--- config.mk ---
export PLATFORM = sky130hd
export DESIGN_NAME = mem_dma_reader_flat
export DESIGN_NICKNAME = d
export VERILOG_FILES = /design/src/rtl/mem_dma_reader_pkg.sv /design/src/rtl/mem_dma_reader_if.sv /design/src/rtl/mem_dma_rd_fifo.sv /design/src/rtl/mem_dma_reader.sv /design/src/flat_wrapper.sv
export SDC_FILE = /design/constraint.sdc
export NUM_CORES = 1
export LEC_CHECK = 0
export CAP_MARGIN = 40
export CORE_ASPECT_RATIO = 1.25
export CORE_UTILIZATION = 40
export CTS_BUF_LIST = sky130_fd_sc_hd__clkbuf_8
export DETAILED_ROUTE_END_ITERATION = 16
export GPL_ROUTABILITY_DRIVEN = 0
export HOLD_SLACK_MARGIN = 0.03
export PLACE_DENSITY = 0.59
export SETUP_SLACK_MARGIN = 0.2
export SLEW_MARGIN = 20
export SYNTH_ARGS = -nofsm -noshare
export SYNTH_HDL_FRONTEND = slang
export SYNTH_SLANG_ARGS = --single-unit
--- constraint.sdc ---
create_clock -name clk -period 3.3 [get_ports clk]
set_input_delay 0.66 -clock clk [delete_from_list [all_inputs] [get_ports clk]]
set_output_delay 0.66 -clock clk [all_outputs]
set_load 0.02 [all_outputs]
--- src/rtl/mem_dma_reader_pkg.sv ---
// Shared types and helpers for the RAM read-side DMA initiator.
// Provides clogb2, the FSM state type and the legal RAM read latencies.
package mem_pkg;

    function automatic int clogb2(input int v);
        int r;
        r = 0;
        for (int x = v; x > 0; x = x >> 1) begin
            r++;
        end
        return r;
    endfunction

    typedef enum logic [1:0] {
        IDLE,
        RUN,
        DRAIN,
        DONE
    } state_t;

    localparam int LAT_LOW  = 1;
    localparam int LAT_HIGH = 2;

    function automatic bit lat_legal(input int l);
        return (l == LAT_LOW) || (l == LAT_HIGH);
    endfunction

endpackage

--- src/rtl/mem_dma_reader_if.sv ---
// RAM read pins plus the valid/ready output stream of the DMA reader.
// master = reader side, slave = RAM/consumer side.
interface mem_dma_reader_if #(
    parameter int DATA_W = 8,
    parameter int ADDR_W = 11
);
    logic [ADDR_W-1:0] ram_addr_r;
    logic              ram_en_r;
    logic [DATA_W-1:0] ram_dout;
    logic [DATA_W-1:0] out_data;
    logic              out_valid;
    logic              out_last;
    logic              out_ready;

    modport master (
        output ram_addr_r, ram_en_r,
        input  ram_dout,
        output out_data, out_valid, out_last,
        input  out_ready
    );

    modport slave (
        input  ram_addr_r, ram_en_r,
        output ram_dout,
        input  out_data, out_valid, out_last,
        output out_ready
    );
endinterface

--- src/rtl/mem_dma_rd_fifo.sv ---
// Small synchronous FIFO holding {last, data} words for the reader.
// Push when full / pop when empty are ignored.
module mem_dma_rd_fifo
    import mem_pkg::*;
#(
    parameter int W     = 9,
    parameter int DEPTH = 4,
    localparam int CNT_W = clogb2(DEPTH),
    localparam int PTR_W = (DEPTH > 1) ? clogb2(DEPTH - 1) : 1
) (
    input  logic             clk,
    input  logic             rst_n,
    input  logic             push,
    input  logic [W-1:0]     din,
    input  logic             pop,
    output logic [W-1:0]     dout,
    output logic [CNT_W-1:0] count,
    output logic             empty,
    output logic             full
);
    logic [W-1:0]     mem [DEPTH];
    logic [PTR_W-1:0] wr_ptr;
    logic [PTR_W-1:0] rd_ptr;
    logic             wr_en;
    logic             rd_en;

    function automatic logic [PTR_W-1:0] inc(input logic [PTR_W-1:0] p);
        return (p == PTR_W'(DEPTH - 1)) ? '0 : p + 1'b1;
    endfunction

    assign empty = (count == '0);
    assign full  = (count == CNT_W'(DEPTH));
    assign wr_en = push && !full;
    assign rd_en = pop && !empty;
    assign dout  = mem[rd_ptr];

    always_ff @(posedge clk) begin
        if (wr_en) begin
            mem[wr_ptr] <= din;
        end
    end

    always_ff @(posedge clk or negedge rst_n) begin
        if (!rst_n) begin
            wr_ptr <= '0;
            rd_ptr <= '0;
            count  <= '0;
        end else begin
            if (wr_en) wr_ptr <= inc(wr_ptr);
            if (rd_en) rd_ptr <= inc(rd_ptr);
            unique case ({wr_en, rd_en})
                2'b10:   count <= count + 1'b1;
                2'b01:   count <= count - 1'b1;
                default: ;
            endcase
        end
    end
endmodule

--- src/rtl/mem_dma_reader.sv ---
// Fetches len words from base out of a fixed-latency RAM into a stream.
// Optional running-XOR output csum: define MEM_DMA_READER_CHECKSUM_EN.
module mem_dma_reader
    import mem_pkg::*;
#(
    parameter int DATA_W       = 8,
    parameter int RAM_DEPTH    = 2048,
    parameter int READ_LATENCY = 1,
    parameter int FIFO_DEPTH   = 4,
    localparam int ADDR_W = clogb2(RAM_DEPTH - 1)
) (
    input  logic              clk,
    input  logic              rst_n,
    input  logic              start,
    input  logic [ADDR_W-1:0] base,
    input  logic [ADDR_W:0]   len,
    mem_dma_reader_if.master  bus,
    output logic              busy,
    output logic              done
`ifdef MEM_DMA_READER_CHECKSUM_EN
    ,
    output logic [DATA_W-1:0] csum
`endif
);
    localparam int CNT_W = clogb2(FIFO_DEPTH);
    localparam int FW    = DATA_W + 1;

    if (!lat_legal(READ_LATENCY)) begin : g_lat_chk
        $error("mem_dma_reader: READ_LATENCY must be 1 or 2");
    end
    if (FIFO_DEPTH < READ_LATENCY + 2) begin : g_fifo_chk
        $error("mem_dma_reader: FIFO_DEPTH must be >= READ_LATENCY+2");
    end

    state_t               state;
    logic [ADDR_W-1:0]    addr;
    logic [ADDR_W:0]      issue_rem;
    logic [ADDR_W:0]      pop_rem;
    logic [READ_LATENCY-1:0] vld_sr;
    logic [READ_LATENCY-1:0] last_sr;
    logic [CNT_W-1:0]     fifo_count;
    logic                 fifo_empty;
    logic                 fifo_full;
    logic [FW-1:0]        fifo_dout;
    logic [CNT_W:0]       inflight;
    logic [CNT_W:0]       occ;
    logic                 issue;
    logic                 accept;
    logic [ADDR_W-1:0]    addr_nxt;

    always_comb begin
        inflight = '0;
        for (int i = 0; i < READ_LATENCY; i++) begin
            inflight = inflight + (CNT_W + 1)'(vld_sr[i]);
        end
    end

    // Credit counts reads still in the RAM pipe, so every issue has a slot.
    assign occ    = (CNT_W + 1)'(fifo_count) + inflight;
    assign issue  = (state == RUN) && !fifo_full
                    && (occ < (CNT_W + 1)'(FIFO_DEPTH));
    assign accept = bus.out_valid && bus.out_ready;
    assign addr_nxt = (addr == ADDR_W'(RAM_DEPTH - 1)) ? '0 : addr + 1'b1;

    assign bus.ram_en_r   = issue;
    assign bus.ram_addr_r = addr;
    assign bus.out_valid  = !fifo_empty;
    assign bus.out_data   = fifo_dout[DATA_W-1:0] & {DATA_W{!fifo_empty}};
    assign bus.out_last   = fifo_dout[DATA_W] & !fifo_empty;
    assign busy = (state != IDLE) && (state != DONE);
    assign done = (state == DONE);

    always_ff @(posedge clk or negedge rst_n) begin
        if (!rst_n) begin
            vld_sr  <= '0;
            last_sr <= '0;
        end else begin
            for (int i = READ_LATENCY - 1; i > 0; i--) begin
                vld_sr[i]  <= vld_sr[i-1];
                last_sr[i] <= last_sr[i-1];
            end
            vld_sr[0]  <= issue;
            last_sr[0] <= issue && (issue_rem == (ADDR_W + 1)'(1));
        end
    end

    always_ff @(posedge clk or negedge rst_n) begin
        if (!rst_n) begin
            state     <= IDLE;
            addr      <= '0;
            issue_rem <= '0;
            pop_rem   <= '0;
        end else begin
            if (accept) pop_rem <= pop_rem - 1'b1;
            unique case (state)
                IDLE: begin
                    if (start) begin
                        addr      <= base;
                        issue_rem <= len;
                        pop_rem   <= len;
                        state     <= (len == '0) ? DONE : RUN;
                    end
                end
                RUN: begin
                    if (issue) begin
                        addr      <= addr_nxt;
                        issue_rem <= issue_rem - 1'b1;
                        if (issue_rem == (ADDR_W + 1)'(1)) state <= DRAIN;
                    end
                end
                DRAIN: begin
                    if (accept && pop_rem == (ADDR_W + 1)'(1)) state <= DONE;
                end
                DONE: state <= IDLE;
                default: state <= IDLE;
            endcase
        end
    end

    mem_dma_rd_fifo #(
        .W     (FW),
        .DEPTH (FIFO_DEPTH)
    ) u_fifo (
        .clk   (clk),
        .rst_n (rst_n),
        .push  (vld_sr[READ_LATENCY-1]),
        .din   ({last_sr[READ_LATENCY-1], bus.ram_dout}),
        .pop   (accept),
        .dout  (fifo_dout),
        .count (fifo_count),
        .empty (fifo_empty),
        .full  (fifo_full)
    );

`ifdef MEM_DMA_READER_CHECKSUM_EN
    always_ff @(posedge clk or negedge rst_n) begin
        if (!rst_n) begin
            csum <= '0;
        end else if (state == IDLE && start) begin
            csum <= '0;
        end else if (accept) begin
            csum <= csum ^ bus.out_data;
        end
    end
`endif
endmodule

--- src/flat_wrapper.sv ---
// flat-port wrapper written by rule: the top's interface ports become plain ports
module mem_dma_reader_flat import mem_pkg::*;
#(
    parameter int DATA_W       = 8,
    parameter int RAM_DEPTH    = 2048,
    parameter int READ_LATENCY = 1,
    parameter int FIFO_DEPTH   = 4,
    localparam int ADDR_W = clogb2(RAM_DEPTH - 1)
)
  (clk, rst_n, start, base, len, busy, done, bus_ram_addr_r, bus_ram_en_r, bus_ram_dout, bus_out_data, bus_out_valid, bus_out_last, bus_out_ready);
  mem_dma_reader_if #(.DATA_W(DATA_W), .ADDR_W(11)) bus_i ();
  input  logic clk;
  input  logic rst_n;
  input  logic start;
  input  logic [ADDR_W-1:0] base;
  input  logic [ADDR_W:0] len;
  output logic busy;
  output logic done;
  output wire logic [$bits(bus_i.ram_addr_r)-1:0] bus_ram_addr_r;
  output wire logic [$bits(bus_i.ram_en_r)-1:0] bus_ram_en_r;
  input wire logic [$bits(bus_i.ram_dout)-1:0] bus_ram_dout;
  output wire logic [$bits(bus_i.out_data)-1:0] bus_out_data;
  output wire logic [$bits(bus_i.out_valid)-1:0] bus_out_valid;
  output wire logic [$bits(bus_i.out_last)-1:0] bus_out_last;
  input wire logic [$bits(bus_i.out_ready)-1:0] bus_out_ready;
  assign bus_ram_addr_r = bus_i.ram_addr_r;
  assign bus_ram_en_r = bus_i.ram_en_r;
  assign bus_i.ram_dout = bus_ram_dout;
  assign bus_out_data = bus_i.out_data;
  assign bus_out_valid = bus_i.out_valid;
  assign bus_out_last = bus_i.out_last;
  assign bus_i.out_ready = bus_out_ready;
  mem_dma_reader #(.DATA_W(DATA_W), .RAM_DEPTH(RAM_DEPTH), .READ_LATENCY(READ_LATENCY), .FIFO_DEPTH(FIFO_DEPTH)) u_core (.clk(clk), .rst_n(rst_n), .start(start), .base(base), .len(len), .bus(bus_i), .busy(busy), .done(done));
endmodule
==> results.sh <==
export IMPL_drive_gt1_frac=0.09009
export IMPL_grt_max_degree=36
export IMPL_synth_area_leader_cell="dfrtp_1"
export IMPL_synth_top_area_frac=0.2791
export IMPL_grt_total_usage=0.1841
export IMPL_final_common_cell="clkdlybuf4s50_1"
export IMPL_wirelength_microns=9047
export IMPL_cts_tree="yes"
export IMPL_clk_insertion_delay_late_ps=360
export IMPL_synthesis_area_sq_um=4124
export IMPL_grt_pass1_wl_microns=15240
export IMPL_setup_worst_path_end_class="output port"
export IMPL_powerDensity_nw_per_um2=946.6
export IMPL_avgSynthCellArea_sq_um=10.88
export IMPL_p_leak_nw=1.899
export IMPL_drv_cap=0
export IMPL_fp_dieW_microns=92.82
export IMPL_drc=0
export IMPL_area_growth_pct=22.48
export IMPL_critPathKind="flop to output port"
export IMPL_crit_required_ps=2640
export IMPL_maxSlewViolCount=0
export IMPL_tightest_slew_ps=677.7
export IMPL_clock_sinks=82
export IMPL_final_area_sq_um=5051
export IMPL_clk_path_buf_depth=2
export IMPL_post_route_period_util=0.8958
export IMPL_ir_drop_mv=0.3950
export IMPL_grt_pass1_vias=3032
export IMPL_netSwitchingPower_mw=2.002
export IMPL_ys_ff_latch=82
export IMPL_pwr_share_clk=0.142
export IMPL_p_int_mw=2.780
export IMPL_synthCells=379
export IMPL_postPlaceCellArea_sq_um=4868
export IMPL_cp_top_family="flip-flops"
export IMPL_status="completed"
export IMPL_rows=41
export IMPL_final_nets=490
export IMPL_max_freq_ghz=0.3383
export IMPL_fin_crit_ps=2956
export IMPL_cts_hold_buf=0
export IMPL_tritoncts_num_buffers=9
export IMPL_coreArea_sq_um=10050
export IMPL_r2r_start="u_core.state[1]$_DFFE_PN0P_"
export IMPL_seq_power_share=0.375
export IMPL_ioPinCount=59
export IMPL_finClkSkew_ps=10.99
export IMPL_dr_pass1_iters=4
export IMPL_die_area_sq_um=10720
export IMPL_port_buffers=58
export IMPL_cp_buffers_inverters=1
export IMPL_critPathSlowestCell="dfrtp_1"
export IMPL_post_cts_resized=0
export IMPL_grt_antenna_before_repair=0
export IMPL_reg2reg_depth=8
export IMPL_hold_violations=0
export IMPL_path_cells="mux4_2 > nor2b_1 > clkdlybuf4s50_1"
export IMPL_hold_class="input port to async pin"
export IMPL_drtIter0Drc=146
export IMPL_pwr_share_comb=0.483
export IMPL_multi_input_area_sq_um=1755
export IMPL_vias_per_cell=5.286
export IMPL_yosysUniqueCellTypes=50
export IMPL_h_tree_depth=3
export IMPL_ys_async_sr_fraction=0.5610
export IMPL_overflow=0
export IMPL_final_cell_mix="57 x clkdlybuf4s50_1, 46 x dfrtp_1, 41 x nand2_1"
export IMPL_root_buffer="clkbuf_8"
export IMPL_path_max_fanout=10
export IMPL_swShare=0.4187
export IMPL_regArea_sq_um=2232
export IMPL_synth_ff_type="dfrtp_1"
export IMPL_hpwl_microns=6728
export IMPL_arrival_ps=2300
export IMPL_synth_edf_count=36
export IMPL_diodes=0
export IMPL_clk_pin_slew_worst_paths_ps=90
export IMPL_rrSetupSlack_ps=960
export IMPL_seq_area_frac_synth=0.5413
export IMPL_die_h_microns=115.5
export IMPL_vias=3029
export IMPL_synth_nets=430
export IMPL_crit_path_start_kind="flop"
export IMPL_slowest_delay_ps=710
export IMPL_setup_viol=0
export IMPL_ys_warn_count=0
export IMPL_r2r_end="u_core.issue_rem[3]$_DFFE_PN0P_"
export IMPL_start_util=0.4102
export IMPL_post_cts_buffers=0
export IMPL_rsz0062_at_grt="no"
export IMPL_num_fill_cells=932
export IMPL_ant_nets=0
export IMPL_routedWlPerCell_microns=15.79
export IMPL_synth_area_top_cells="dfrtp_1 28%, edfxtp_1 26%, mux4_2 4.9%"
export IMPL_fin_tns_setup_ps=0
export IMPL_slew_headroom=0.5482
## how the worst max path moves through the flow
| stage | startpoint | end | slack [ps] | cells after the start |
|---|---|---|---|---|
| 6_report | u_core.u_fifo.rd_ptr[0]$_DFFE_PN0P_ | bus_out_data[0] | 340 | 3 |
| 5_1_grt | u_core.u_fifo.rd_ptr[0]$_DFFE_PN0P_ | bus_out_data[1] | 210 | 3 |
| 4_1_cts | u_core.u_fifo.rd_ptr[0]$_DFFE_PN0P_ | bus_out_data[0] | 280 | 3 |
| 3_5_place_dp | bus_out_ready | u_core.u_fifo.count[2]$_DFFE_PN0P_ | 660 | 9 |
| 3_3_place_gp | u_core.u_fifo.rd_ptr[0]$_DFFE_PN0P_ | bus_out_last | 680 | 3 |
| 2_1_floorplan | u_core.u_fifo.rd_ptr[0]$_DFFE_PN0P_ | bus_out_data[0] | 1040 | 3 |
## cell type report
type / count / area share
flip-flops and latches: 82 / 0.4419
multi-input cells: 261 / 0.3475
repair buffers: 64 / 0.1268
well taps: 129 / 0.03195
clock buffers: 9 / 0.02452
inverters: 21 / 0.01561
clock inverters: 7 / 0.01164
## power by group through the flow
| stage | logic [mW] | clock network, mW | registers (mW) |
|---|---|---|---|
| floorplan | 1.56 | 0 | 1.76 |
| global placement | 2.28 | 0 | 1.80 |
| detailed placement | 2.33 | 0 | 1.81 |
| CTS | 2.33 | 0.705 | 1.79 |
| global route | 2.58 | 0.742 | 1.85 |
| finish | 2.31 | 0.680 | 1.79 |
## cells in the mapped netlist, drive strengths merged (3+ instances only)
library cell  count
dfrtp            46
nand2            41
o21ai            38
edfxtp           36
inv              21
nor2             20
a21oi            18
ha               15
nor2b            14
nor3             14
clkbuf           13
nand3            11
mux4              9
xor2              8
o22ai             7
nor4              6
a22o              5
and2              5
or2               5
xnor2             5
a2bb2oi           3
o31ai             3
or3               3
or4               3
## logic make-up after synthesis
logic type / share of synthesized area
buf+inv: 0.03307
simple gates: 0.1544
compound gates: 0.1417
fa+ha+maj: 0.05036
flops: 0.5413
xor+xnor: 0.02761
mux: 0.05158
## metal layers
metal	track usage	up-vias	wire (microns)
li1	-	1497	-
met1	0.2424	1459	4050
met2	0.3020	60	4563
met3	0.02559	13	280
met4	0.08615	0	153
met5	0	-	0
## flip-flops by register name, indices dropped and copies added (netlist names)
| name | count |
|---|---|
| u_core.u_fifo.mem | 36 |
| u_core.u_fifo.count | 3 |
| u_core.u_fifo.wr_ptr | 2 |
| u_core.issue_rem | 12 |
| u_core.state | 2 |
| u_core.last_sr | 1 |
| u_core.bus.ram_addr_r | 11 |
| u_core.u_fifo.rd_ptr | 2 |
| u_core.pop_rem | 12 |
| u_core.vld_sr | 1 |
## through the flow
step                power, mW  hold WS (ps)  worst slack, ps    util  instances
finish                  4.782         330.6            343.8  0.5024        573
global route            5.167         366.9            206.7  0.5024        573
floorplan               3.319         364.4             1039       -        379
global placement        4.080         479.1            682.3  0.4815        556
detailed placement      4.135         491.6            663.0  0.4842        557
CTS                     4.831         329.9            278.5  0.5024        573
Note: power is estimated with default switching activity, not from simulation.
